==> src/rtl/nibble_serial_sub16_if.sv <==
// rtl/nibble_serial_sub16_if.sv - operand/result handshake bundle for nibble_serial_sub16
interface nibble_serial_sub16_if #(
  parameter int WIDTH = 16
);
  logic             in_valid;
  logic             in_ready;
  logic [WIDTH-1:0] a;
  logic [WIDTH-1:0] b;
  logic             bin;
  logic             out_valid;
  logic             out_ready;
  logic [WIDTH-1:0] diff;
  logic             bout;
  logic             ovf;

  modport master (
    output in_valid, a, b, bin, out_ready,
    input  in_ready, out_valid, diff, bout, ovf
  );

  modport slave (
    input  in_valid, a, b, bin, out_ready,
    output in_ready, out_valid, diff, bout, ovf
  );
endinterface

==> src/rtl/nibble_serial_sub16.sv <==
// rtl/nibble_serial_sub16.sv - nibble-serial ripple-borrow subtractor, diff = a - b - bin
// One operation in flight; NIB bits per RUN cycle with the borrow registered between slices.
module nibble_serial_sub16 #(
  parameter int WIDTH = 16,
  parameter int NIB   = 4
) (
  input  logic                 clk,
  input  logic                 rst_n,
  nibble_serial_sub16_if.slave bus
);

  localparam int STEPS = WIDTH / NIB;
  localparam int CW    = (STEPS > 1) ? $clog2(STEPS) : 1;
  localparam logic [CW-1:0] LAST = CW'(STEPS - 1);

  typedef enum logic [1:0] {
    IDLE = 2'd0,
    RUN  = 2'd1,
    DONE = 2'd2
  } state_t;

  state_t           state_q;
  state_t           state_d;
  logic [WIDTH-1:0] opa_q;
  logic [WIDTH-1:0] opb_q;
  logic [WIDTH-1:0] diff_q;
  logic             br_q;
  logic             bout_q;
  logic             ovf_q;
  logic [CW-1:0]    cnt_q;

  logic [NIB-1:0]       slice_d;
  logic                 slice_bmsb;
  logic                 slice_bout;
  logic [WIDTH+NIB-1:0] diff_cat;
  logic                 accept;
  logic                 last_step;

  assign accept    = bus.in_valid && (state_q == IDLE);
  assign last_step = (state_q == RUN) && (cnt_q == LAST);

  // slice_bmsb is the borrow entering the top bit of the slice; on the final
  // step that is the borrow into bit WIDTH-1, needed for signed overflow.
  always_comb begin : slice
    logic bw;
    slice_d    = '0;
    slice_bmsb = 1'b0;
    bw         = br_q;
    for (int i = 0; i < NIB; i++) begin
      slice_d[i] = opa_q[i] ^ opb_q[i] ^ bw;
      if (i == NIB - 1) begin
        slice_bmsb = bw;
      end
      bw = (~opa_q[i] & opb_q[i]) | (~(opa_q[i] ^ opb_q[i]) & bw);
    end
    slice_bout = bw;
  end

  assign diff_cat = {slice_d, diff_q};

  always_comb begin
    state_d = state_q;
    unique case (state_q)
      IDLE:    if (bus.in_valid) state_d = RUN;
      RUN:     if (cnt_q == LAST) state_d = DONE;
      DONE:    if (bus.out_ready) state_d = IDLE;
      default: state_d = IDLE;
    endcase
  end

  always_ff @(posedge clk or negedge rst_n) begin
    if (!rst_n) begin
      state_q <= IDLE;
    end else begin
      state_q <= state_d;
    end
  end

  always_ff @(posedge clk or negedge rst_n) begin
    if (!rst_n) begin
      opa_q  <= '0;
      opb_q  <= '0;
      br_q   <= 1'b0;
      cnt_q  <= '0;
      diff_q <= '0;
      bout_q <= 1'b0;
      ovf_q  <= 1'b0;
    end else if (accept) begin
      opa_q <= bus.a;
      opb_q <= bus.b;
      br_q  <= bus.bin;
      cnt_q <= '0;
    end else if (state_q == RUN) begin
      // Slice result enters from the MSB side, so after STEPS shifts the
      // first slice computed sits in the least significant nibble.
      diff_q <= diff_cat[WIDTH+NIB-1:NIB];
      opa_q  <= opa_q >> NIB;
      opb_q  <= opb_q >> NIB;
      br_q   <= slice_bout;
      cnt_q  <= cnt_q + CW'(1);
      if (last_step) begin
        bout_q <= slice_bout;
        ovf_q  <= slice_bmsb ^ slice_bout;
        cnt_q  <= '0;
      end
    end
  end

  assign bus.in_ready  = (state_q == IDLE);
  assign bus.out_valid = (state_q == DONE);
  assign bus.diff      = diff_q;
  assign bus.bout      = bout_q;
  assign bus.ovf       = ovf_q;

endmodule

==> src/flat_wrapper.sv <==
// flat-port wrapper written by rule: the top's interface ports become plain ports
module nibble_serial_sub16_flat 
#(
  parameter int WIDTH = 16,
  parameter int NIB   = 4
)
  (clk, rst_n, bus_in_valid, bus_a, bus_b, bus_bin, bus_out_ready, bus_in_ready, bus_out_valid, bus_diff, bus_bout, bus_ovf);
  nibble_serial_sub16_if #(.WIDTH(WIDTH)) bus_i ();
  input  logic clk;
  input  logic rst_n;
  input wire logic [$bits(bus_i.in_valid)-1:0] bus_in_valid;
  input wire logic [$bits(bus_i.a)-1:0] bus_a;
  input wire logic [$bits(bus_i.b)-1:0] bus_b;
  input wire logic [$bits(bus_i.bin)-1:0] bus_bin;
  input wire logic [$bits(bus_i.out_ready)-1:0] bus_out_ready;
  output wire logic [$bits(bus_i.in_ready)-1:0] bus_in_ready;
  output wire logic [$bits(bus_i.out_valid)-1:0] bus_out_valid;
  output wire logic [$bits(bus_i.diff)-1:0] bus_diff;
  output wire logic [$bits(bus_i.bout)-1:0] bus_bout;
  output wire logic [$bits(bus_i.ovf)-1:0] bus_ovf;
  assign bus_i.in_valid = bus_in_valid;
  assign bus_i.a = bus_a;
  assign bus_i.b = bus_b;
  assign bus_i.bin = bus_bin;
  assign bus_i.out_ready = bus_out_ready;
  assign bus_in_ready = bus_i.in_ready;
  assign bus_out_valid = bus_i.out_valid;
  assign bus_diff = bus_i.diff;
  assign bus_bout = bus_i.bout;
  assign bus_ovf = bus_i.ovf;
  nibble_serial_sub16 #(.WIDTH(WIDTH), .NIB(NIB)) u_core (.clk(clk), .rst_n(rst_n), .bus(bus_i));
endmodule
==> config.mk <==
export PLATFORM = sky130hd
export DESIGN_NAME = nibble_serial_sub16_flat
export DESIGN_NICKNAME = d
export VERILOG_FILES = /design/src/rtl/nibble_serial_sub16_if.sv /design/src/rtl/nibble_serial_sub16.sv /design/src/flat_wrapper.sv
export SDC_FILE = /design/constraint.sdc
export NUM_CORES = 1
export LEC_CHECK = 0
export BUFFER_PORTS_ARGS = -buffer_cell sky130_fd_sc_hd__buf_2
export CAP_MARGIN = 20
export CORE_UTILIZATION = 55
export CTS_BUF_LIST = sky130_fd_sc_hd__clkbuf_8
export DETAILED_ROUTE_END_ITERATION = 6
export PLACE_DENSITY = 0.93
export SYNTH_ARGS = -nofsm -noshare
export SYNTH_HDL_FRONTEND = slang
export SYNTH_SLANG_ARGS = --single-unit
==> constraint.sdc <==
create_clock -name clk -period 3.6 [get_ports clk]
set_input_delay 0.54 -clock clk [delete_from_list [all_inputs] [get_ports clk]]
set_output_delay 0.54 -clock clk [all_outputs]
set_load 0.01 [all_outputs]
Word-level counts from Yosys, hierarchy flattened
Index checks and enable logic that the tools add are counted.

Register bits after elaboration: 55. Input port bits: 37. Output and inout port bits: 20. Logic and storage cells: 65.

Add/sub/neg operators: 1. Equal/unequal tests: 6. Mux-type cells: 13. Bitwise logic cells: 30. Reductions and logical operators: 7.

Operator list (count): two-way mux 16 bit (4); two-way mux 2 bit (6); NOT 1 bit (9); XOR 1 bit (9); bitwise AND 1 bit (8); inequality test 2 bit (second input constant) (3); one-hot mux 2 bit (3 select lines) (1); AND reduction 3 bit (2); equality test 2 bit (second input constant) (2); bitwise OR 1 bit (4); adder 2 x 1 -> 2 bit (second input constant) (1); equality test 2 x 1 -> 1 bit (second input constant) (1); logical AND 1 bit (2); zero test 2 bit (1); two-way mux 1 bit (2); AND reduction 2 bit (1); nonzero test 2 bit (1).

Depth between registers and ports, before layout
Gate-level depths: netlist (run 1).

Depth in word-level cells: 12. Mapped depth: 9.

Least setup slack after synthesis (run 1)
OpenSTA, ideal clock, no wires.

Kind: register to register. Start point: reg u_core.br_q. End point: reg u_core.diff_q[15], in the netlist u_core.bus.diff[15]. Setup time: 125 ps. Arrival time: 2140 ps. Slack: 1334 ps. Cell stages (with the launch flop): 9. Path buffers: 0. Period minus slack after synthesis: 2266 ps. Path through: dfrtp_1 > inv_1 > fa_1 > inv_1 > fa_1 > fa_1 > inv_1 > fa_1 > mux2_4.

Cells in the longest elaborated chain, start to end: 7.

RTL lines: start: declaration (RTL line nibble_serial_sub16.sv:27) `logic br_q;`; start signal: assignment (RTL line nibble_serial_sub16.sv:91) `br_q <= bus.bin;`; start signal: assignment (RTL line nibble_serial_sub16.sv:99) `br_q <= slice_bout;`; bitwise AND 1 bit (RTL line nibble_serial_sub16.sv:54) `bw = (~opa_q[i] & opb_q[i]) | (~(opa_q[i] ^ opb_q[i]) & bw);`; bitwise OR 1 bit (RTL line nibble_serial_sub16.sv:54); bitwise AND 1 bit (RTL line nibble_serial_sub16.sv:54); bitwise OR 1 bit (RTL line nibble_serial_sub16.sv:54); bitwise AND 1 bit (RTL line nibble_serial_sub16.sv:54); bitwise OR 1 bit (RTL line nibble_serial_sub16.sv:54); XOR 1 bit (RTL line nibble_serial_sub16.sv:50) `slice_d[i] = opa_q[i] ^ opb_q[i] ^ bw;`; via u_core.diff_cat[19] (RTL line nibble_serial_sub16.sv:35) `logic [WIDTH+NIB-1:0] diff_cat;`; end signal: assignment (RTL line nibble_serial_sub16.sv:96) `diff_q <= diff_cat[WIDTH+NIB-1:NIB];`; end: declaration (RTL line nibble_serial_sub16.sv:26) `logic [WIDTH-1:0] diff_q;`.

The timed path passes the listed nets, and every way through them passes these cells. A chain may end at the register's enable or synchronous reset.

Worst setup path after layout (run 1)
Same ends and word-level chain as after synthesis.

==> results of run 1 <==
-- final cells by class --
type                       count  area [um2]
clock buffer                   5        68.8
clock inverter                 3        12.5
fill                         369        1610
inverter                       9        33.8
multi-input combinational    132         958
sequential                    55        1380
tap                           52        65.1
timing repair buffer          58         315
-- cells in the mapped netlist (all sizes together) (5+ instances only) --
library cell / n
dfrtp: 55
o22ai: 32
inv: 9
buf: 31
nand2: 9
nor2: 13
mux2: 14
o21ai: 12
nand3b: 5
a21oi: 21
-- sequential cells by signal, indices dropped and copies added (netlist names) --
register and count:
u_core.bus.diff 16, u_core.opa_q 16, u_core.opb_q 16, u_core.cnt_q 2, u_core.state_q 2, u_core.br_q 1, u_core.bus.bout 1, u_core.bus.ovf 1
-- routing by layer --
metal | vias up | wire [um] | global-route usage, %
li1 | 879 | - | -
met1 | 921 | 2190 | 29.0
met2 | 91 | 2480 | 35.0
met3 | 13 | 363 | 5.27
met4 | 0 | 135 | 11.6
met5 | - | 0 | 0
-- worst min-delay path by stage --
stage                   startpoint            endpoint  slack, ps
global route                 rst_n  u_core.bus.diff[4]        280
finish                       rst_n     u_core.opb_q[0]        240
detailed placement  u_core.bus.ovf      u_core.bus.ovf        480
CTS                  bus_out_ready   u_core.state_q[1]        400
global placement    u_core.bus.ovf      u_core.bus.ovf        470
floorplan                    rst_n         u_core.br_q        240
-- power breakdown --
part           leakage (nW)  total [W]  internal [W]  switching (W)
clock network        0.0505   0.000322      0.000131       0.000190
logic                 0.621    0.00126      0.000628       0.000631
registers             0.668    0.00116      0.000923       0.000237
-- logic make-up after synthesis --
family | Yosys count | share of synthesized area [%]
xor gates and xnor gates | 1 | 0.336
and+or+nand+nor | 32 | 6.15
AOI/OAI and AO/OA | 80 | 19.4
adders and majority gates | 5 | 3.56
buffers and inverters | 41 | 10.3
DFF | 55 | 52.9
muxes | 14 | 7.35
-- metrics by stage --
stage	power [W]	hold slack [ps]
final	0.00274	241
after detailed placement	0.00242	477
after floorplan	0.00227	244
after global placement	0.00234	465
after CTS	0.00275	397
after global routing	0.00294	278
-- worst max-delay path, stage by stage, from the launching register on --
cell and delay, ps:
dfrtp_1 380, inv_1 100, fa_1 180, inv_1 60, fa_1 380, fa_1 410, inv_1 90, fa_1 410
mux2_4 270
==> impl_metrics.csv, run 1 <==
group,metric,value,unit
run_status,run_status,"complete, but fails checks",
run_status,failed_checks,"DRC",
yosys,ys_types,30,
die,die-width,70.8,um
finish,area_growth,8.70,%
setup_path,ff2ff_path_depth,8,
placement,placed_cells_incl_taps,305,
clock_network,cts_root_buffer,"clkbuf_8",
global_routing,antenna_found_initial,0,
finish,postLayoutCellArea,2830,um2
clock_network,htree_levels,2,
global_routing,grt_pass1_wl,8.50,mm
setup_path,critPathKind,"reg -> reg",
placement,globalplace.congestion,0.807,
setup_path,reg2reg_slack,1200,ps
yosys,synth_edf_count,0,
detailed_routing,wl_per_cell,16.5,um
detailed_routing,antenna_left,0,
sta,drv_slew,0,
yosys,ys_warn_count,0,
sta,tightest_slew,703,ps
sta,worst_slack,1200,ps
sta,fmaxAchievable,417,MHz
setup_path,critPathLaunch,"u_core.br_q",
yosys,synthFlopType,"dfrtp_1",
setup_path,crit_path_end_kind,"flop",
detailed_routing,drc,14,
setup_path,worstSetupStartpointType,"flop",
global_routing,overflow,0,
clock_network,cts-hold-fix-buffers,0,
die,initial_core_util,58.6,%
clock_network,cts_made_buffers,5,
finish,diodes,0,
placement,portBuffers,56,
die,num_rows,24,
yosys,ys_ff_latch,55,
global_routing,grt_usage,22.3,%
sta,finalSetupTns,0,ps
sta,period_share,66.6,%
yosys,syn_avg_cell_area,11.4,um2
yosys,synthDominantCellAreaShare,52.9,%
placement,place_ws,1220,ps
finish,nets,303,
hold_path,hold_class,"in -> async",
finish,drive_above_1_share,32.4,%
setup_path,r2r-end,"u_core.bus.diff[15]",
detailed_routing,totalWireLength,5.17,mm
die,die_area,5010,um2
clock_network,tritoncts,"built",
power_and_ir_drop,p_leak,1.34,nW
clock_network,cts_sinks,55,
placement,hpwlAfterDp,3.52,mm
yosys,synth.top_cells.by_area,"dfrtp_1 53%, o22ai_1 7.7%, buf_4 5.5%",
finish,final_cell_count_no_fill,314,
die,die_h,70.8,um
clock_network,postCtsSetupBuffers,0,
global_routing,grt_pass1_vias,1831,
clock_network,clock_latency,310,ps
yosys,syn-cell-area,2600,um2
global_routing,grt_max_degree,50,
sta,hold_viol_final,0,
yosys,synth_cells,228,
placement,postPlaceCellArea,2720,um2
detailed_routing,vias_per_cell,6.06,
yosys,seq_area_frac_synth,52.9,%
finish,layout_common_cells,"56 x buf_2, 55 x dfrtp_1, 32 x o22ai_1",
yosys,async_reset_ff_share,100,%
clock_network,ctsResizeCount,0,
detailed_routing,drt_iter0_drc,128,
setup_path,r2r_start,"u_core.br_q",
setup_path,critPathCapture,"u_core.bus.diff[15]",
yosys,syn-num-nets,270,
setup_path,cp_max_fo,2,
finish,post-route-util,63.7,%
setup_path,required,3800,ps
run,maxCapViolCount,0,
setup_path,critical_path_arrival,2590,ps
clock_network,clk_pin_slew,90,ps
yosys,post-synth-top-area-cell,"dfrtp_1",
power_and_ir_drop,ir_drop,0.453,mV
power_and_ir_drop,powerDensity,968,nW/um2
sta,setup_viol,0,
detailed_routing,drt-pass1-iter-count,7,
sta,rsz0062_at_grt,"no",
finish,final_common_cell,"buf_2",
die,io_pins,57,
detailed_routing,vias,1904,
sta,slew_headroom,53.1,%
sta,fin_skew,7.40,ps
sta,period_needed,2400,ps
clock_network,clockBufferDepth,2,
die,core_area,4440,um2
Note: power is estimated with default switching activity, not from simulation.
==> inputs of run 2 (changes only) <==
==> constraint.sdc (replaced) <==
create_clock -name clk -period 2.3 [get_ports clk]
set_input_delay 0.345 -clock clk [delete_from_list [all_inputs] [get_ports clk]]
set_output_delay 0.345 -clock clk [all_outputs]
set_load 0.01 [all_outputs]
==> run 2 against run 1 <==
The run still ends with DRC left. Maximum frequency is 7.2% higher. Clock-buffer cell count stayed put. Critical path depth stayed put. Clock skew is 6.0 ps higher. Die area stayed put. Highest routed layer unchanged.
==> impl_metrics.csv, run 2 (synthesized netlist as in run 1, its figures left out) <==
group,metric,value,unit
clock_network,cts_root_buffer,"clkbuf_8",
clock_network,clk_pin_slew,100,ps
finish,seq_area,1380,um2
setup_path,critPathCapture,"u_core.bus.diff[15]",
clock_network,cts_sinks,55,
clock_network,cts_made_buffers,5,
setup_path,r2r-end,"u_core.bus.diff[15]",
sta,slew_headroom,42.8,%
global_routing,overflow,0,
sta,hold_viol_final,0,
sta,tightest_slew,858,ps
run_status,failed_checks,"DRC",
finish,drive_above_1_share,36.1,%
sta,setup_viol,0,
power_and_ir_drop,switching_share,38.7,%
die,die-width,70.8,um
global_routing,use_met3,3.85,%
clock_network,clockBufferDepth,2,
setup_path,critPathLaunch,"u_core.br_q",
global_routing,use_met1,31.6,%
finish,diodes,0,
placement,placed_cells_incl_taps,312,
die,core_area,4440,um2
global_routing,grt_use_met2,38.1,%
die,initial_core_util,58.6,%
power_and_ir_drop,totalPowerFinal,0.00441,W
power_and_ir_drop,clockPowerShare,11.6,%
sta,rsz0062_at_grt,"yes",
setup_path,crit_path_end_kind,"flop",
detailed_routing,drc,14,
die,die_h,70.8,um
hold_path,hold_class,"in -> async",
detailed_routing,wl_per_cell,16.8,um
setup_path,reg2reg_slack,70,ps
placement,hpwlAfterDp,3.65,mm
die,num_rows,24,
detailed_routing,drt-pass1-iter-count,6,
run,maxCapViolCount,0,
setup_path,required,2490,ps
finish,final_cell_count_no_fill,321,
sta,drv_slew,0,
detailed_routing,drt_iter0_drc,165,
finish,n_fill_cell,368,
finish,multi_input_area,963,um2
setup_path,cp_max_fo,2,
detailed_routing,antenna_left,0,
run_status,run_status,"complete, but fails checks",
power_and_ir_drop,ir_drop,0.859,mV
sta,period_share,97.1,%
finish,area_growth,10.1,%
power_and_ir_drop,p_int,0.00270,W
power_and_ir_drop,comb_power_share,47.2,%
setup_path,ff2ff_path_depth,8,
global_routing,grt_max_degree,40,
sta,fmaxAchievable,448,MHz
global_routing,antenna_found_initial,0,
global_routing,busiest_layer,"met2",
power_and_ir_drop,pwr-share-seq,41.2,%
finish,final_common_cell,"buf_2",
detailed_routing,totalWireLength,5.40,mm
detailed_routing,vias_per_cell,5.98,
global_routing,grt_usage,23.3,%
power_and_ir_drop,p_leak,1.36,nW
die,io_pins,57,
clock_network,tritoncts,"built",
setup_path,r2r_start,"u_core.br_q",
finish,nets,310,
die,die_area,5010,um2
finish,layout_common_cells,"56 x buf_2, 55 x dfrtp_1, 32 x o22ai_1",
sta,finalSetupTns,0,ps
sta,fin_skew,13.4,ps
placement,globalplace.congestion,0.814,
setup_path,critical_path_arrival,2420,ps
power_and_ir_drop,powerDensity,1540,nW/um2
global_routing,grt_pass1_vias,1904,
clock_network,clock_latency,310,ps
global_routing,grt_pass1_wl,8.97,mm
finish,post-route-util,64.5,%
setup_path,worstSetupStartpointType,"flop",
sta,period_needed,2230,ps
placement,portBuffers,56,
detailed_routing,vias,1920,
power_and_ir_drop,power_switching,0.00171,W
setup_path,critPathKind,"reg -> reg",
clock_network,htree_levels,2,
==> run 2: changes by cell type in the layout (fill, tap and decap cells not counted), sizes merged <==
| cell | change |
|---|---|
| buf | +7 |
==> run 2: through the flow <==
stage / instance area, um2 / worst slack, ps / hold WS [ps]
2_1_floorplan: 2600 / 34.4 / 49.4
3_3_place_gp: 2770 / 15.3 / 466
3_5_place_dp: 2770 / -78.0 / 469
4_1_cts: 2860 / 37.5 / 153
5_1_grt: 2870 / -14.8 / 195
6_report: 2870 / 65.6 / 139
==> run 2: final cells by class <==
class	count	area share, %
Timing Repair Buffer	65	12.1
Sequential cell	55	48.0
Tap cell	52	2.27
Clock inverter	3	0.436
Inverter	9	1.18
Clock buffer	5	2.40
Multi-Input combinational cell	132	33.6
==> run 2: per-layer routing <==
metal / vias to the layer above / share of wire [%] / routed length, um
met5: - / 0 / 0
met4: 0 / 1.3 / 72
met3: 7 / 5.8 / 311
met2: 87 / 48 / 2600
met1: 936 / 45 / 2420
li1: 890 / - / -
==> run 2: critical path, stage by stage (launching register included) <==
cell and delay, ps:
dfrtp_1 390, inv_2 70, fa_1 160, inv_1 50, fa_2 340, fa_2 350, inv_2 60, fa_1 410
mux2_4 280
==> run 2: timing repair <==
action / 4_1_cts / 5_1_grt
setup buffers: 0 / 1
resized for setup: 3 / 2
endpoints found under the hold margin: 0 / 0
hold buffers: 0 / 0
endpoints found under the setup margin: 1 / 1
==> run 2: worst min path at each step <==
stage | end | cells past startpoint
floorplan | u_core.br_q | 0
global placement | u_core.bus.ovf | 2
detailed placement | u_core.bus.ovf | 2
CTS | u_core.opa_q[1] | 1
global route | u_core.state_q[1] | 2
finish | u_core.opa_q[0] | 1
==> run 2: power groups by stage <==
stage	clock network (W)	registers (W)	logic, W
2_1_floorplan	0	0.00169	0.00186
3_3_place_gp	0	0.00180	0.00194
3_5_place_dp	0	0.00182	0.00204
4_1_cts	0.000515	0.00181	0.00206
5_1_grt	0.000553	0.00188	0.00229
6_report	0.000512	0.00182	0.00208
==> inputs of run 3 (changes only) <==
--- a/config.mk
+++ b/config.mk
@@ -11,6 +11,7 @@
 export CTS_BUF_LIST = sky130_fd_sc_hd__clkbuf_8
 export DETAILED_ROUTE_END_ITERATION = 6
 export PLACE_DENSITY = 0.93
+export RECOVER_POWER = 50
 export SYNTH_ARGS = -nofsm -noshare
 export SYNTH_HDL_FRONTEND = slang
 export SYNTH_SLANG_ARGS = --single-unit
==> run 3 against run 2 <==
Critical endpoint unchanged. Critical path depth unchanged. The run ends with DRC, capacitance limit, slew limit left. Highest routed layer unchanged. Flip-flop and latch count unchanged. Sequential share of layout area up 0.30 points. Clock-buffer cell count unchanged. Total power down 0.48%.
==> impl_metrics.csv, run 3 (synthesized netlist as in run 1, its figures left out) <==
group,metric,value,unit
run_status,run_status,"complete, but fails checks",
run_status,failed_checks,"DRC, capacitance limit, slew limit",
die,die_h,70.8,um
setup_path,worstSetupStartpointType,"flop",
power_and_ir_drop,ir_drop,0.860,mV
power_and_ir_drop,comb_power_share,47.0,%
power_and_ir_drop,p_leak,1.33,nW
global_routing,busiest_layer,"met2",
detailed_routing,wl_per_cell,16.8,um
detailed_routing,vias_per_cell,5.99,
power_and_ir_drop,switching_share,38.9,%
finish,multi_input_area,963,um2
setup_path,r2r_start,"u_core.br_q",
die,core_area,4440,um2
sta,rsz0062_at_grt,"yes",
setup_path,critPathLaunch,"u_core.br_q",
power_and_ir_drop,powerDensity,1540,nW/um2
die,die_area,5010,um2
sta,period_needed,2240,ps
sta,drv_slew,40,
clock_network,clockBufferDepth,2,
detailed_routing,totalWireLength,5.38,mm
finish,final_cell_count_no_fill,321,
sta,slew_headroom,-34.8,%
setup_path,crit_path_end_kind,"flop",
die,io_pins,57,
placement,hpwlAfterDp,3.65,mm
finish,drive_above_1_share,32.3,%
clock_network,cts_root_buffer,"clkbuf_8",
sta,whs,197,ps
detailed_routing,drt_iter0_drc,186,
power_and_ir_drop,totalPowerFinal,0.00439,W
setup_path,cp_max_fo,2,
global_routing,grt_usage,23.3,%
die,initial_core_util,58.6,%
die,num_rows,24,
finish,n_fill_cell,373,
finish,area_growth,9.47,%
global_routing,overflow,0,
sta,fmaxAchievable,447,MHz
clock_network,cts_made_buffers,5,
setup_path,required,2490,ps
clock_network,clock_latency,310,ps
hold_path,min_path_cells,2,
power_and_ir_drop,power_switching,0.00171,W
detailed_routing,vias,1923,
setup_path,critical_path_arrival,2430,ps
global_routing,use_met3,3.85,%
sta,period_share,97.3,%
finish,diodes,0,
placement,placed_cells_incl_taps,312,
clock_network,clk_pin_slew,90,ps
sta,fin_skew,10.6,ps
global_routing,grt_max_degree,40,
hold_path,hold_class,"in -> reg",
finish,layout_common_cells,"55 x dfrtp_1, 46 x buf_2, 32 x o22ai_1",
clock_network,cts_sinks,55,
finish,seq_area,1380,um2
setup_path,critPathKind,"reg -> reg",
run,maxCapViolCount,1,
sta,tightest_slew,2020,ps
sta,setup_viol,0,
detailed_routing,drt-pass1-iter-count,6,
power_and_ir_drop,pwr-share-seq,41.5,%
power_and_ir_drop,p_int,0.00268,W
hold_path,min_from,"bus_out_ready",
detailed_routing,antenna_left,0,
finish,final_common_cell,"dfrtp_1",
clock_network,htree_levels,2,
finish,nets,310,
global_routing,grt_pass1_wl,8.97,mm
global_routing,grt_pass1_vias,1904,
global_routing,antenna_found_initial,0,
clock_network,tritoncts,"built",
sta,hold_viol_final,0,
detailed_routing,drc,14,
power_and_ir_drop,clockPowerShare,11.5,%
setup_path,ff2ff_path_depth,8,
die,die-width,70.8,um
placement,globalplace.congestion,0.814,
global_routing,grt_use_met2,38.1,%
placement,portBuffers,56,
global_routing,use_met1,31.6,%
run 3: changes by cell type in the layout (fill, tap and decap cells not counted), sizes merged:
cell,change
clkbuf,+12
buf,-12
run 3: path summary, 6_finish.rpt:
| kind | end | slack [ps] |
|---|---|---|
| max in group asynchronous | u_core.opb_q[0] | 540 |
| min | u_core.state_q[1] | 200 |
| min in group asynchronous | u_core.bus.diff[5] | 610 |
| min reg2reg | u_core.bus.ovf | 490 |
| max | u_core.bus.diff[15] | 60 |
| max reg2reg | u_core.bus.diff[15] | 60 |
run 3: power groups by stage:
stage	Clock, W	Sequential, W	Combinational, W
floorplan	0	0.00169	0.00186
global placement	0	0.00180	0.00194
detailed placement	0	0.00182	0.00204
CTS	0.000515	0.00181	0.00206
global route	0.000553	0.00188	0.00227
finish	0.000506	0.00182	0.00206
run 3: area by class of cell:
| cell class | count | share of cell area [%] |
|---|---|---|
| clock buffers | 5 | 2.41 |
| clock inverters | 3 | 0.439 |
| inverters | 9 | 1.19 |
| multi-input cells | 132 | 33.8 |
| flip-flops and latches | 55 | 48.3 |
| well taps | 52 | 2.28 |
| repair buffers | 65 | 11.6 |
run 3: worst max-delay path, stage by stage (launching register included):
cell and delay, ps:
dfrtp_1 390, inv_2 70, fa_1 160, inv_1 60
fa_2 340, fa_2 350, inv_2 60, fa_1 410
mux2_4 280
run 3: routing by layer:
metal	vias up	wire length, um
met5	-	0
met4	0	110
met3	14	331
met2	91	2560
met1	931	2380
li1	887	-
run 3: through the flow:
stage	setup slack (ps)	cell area (um2)	TNS, ps	util [%]
finish	63.2	2850	0	64.1
global route	-14.8	2850	-14.8	64.1
CTS	37.5	2860	0	64.4
detailed placement	-78.0	2770	-78.0	62.4
global placement	15.3	2770	0	62.4
floorplan	34.4	2600	0	-
run 3: timing repair:
action                                  CTS  global route
gates resized for setup                   3             2
pin swaps                                 0             0
hold endpoints to repair                  0             0
hold buffers                              0             0
endpoints found under the setup margin    1             1
cloned                                    0             0
setup buffers                             0             1
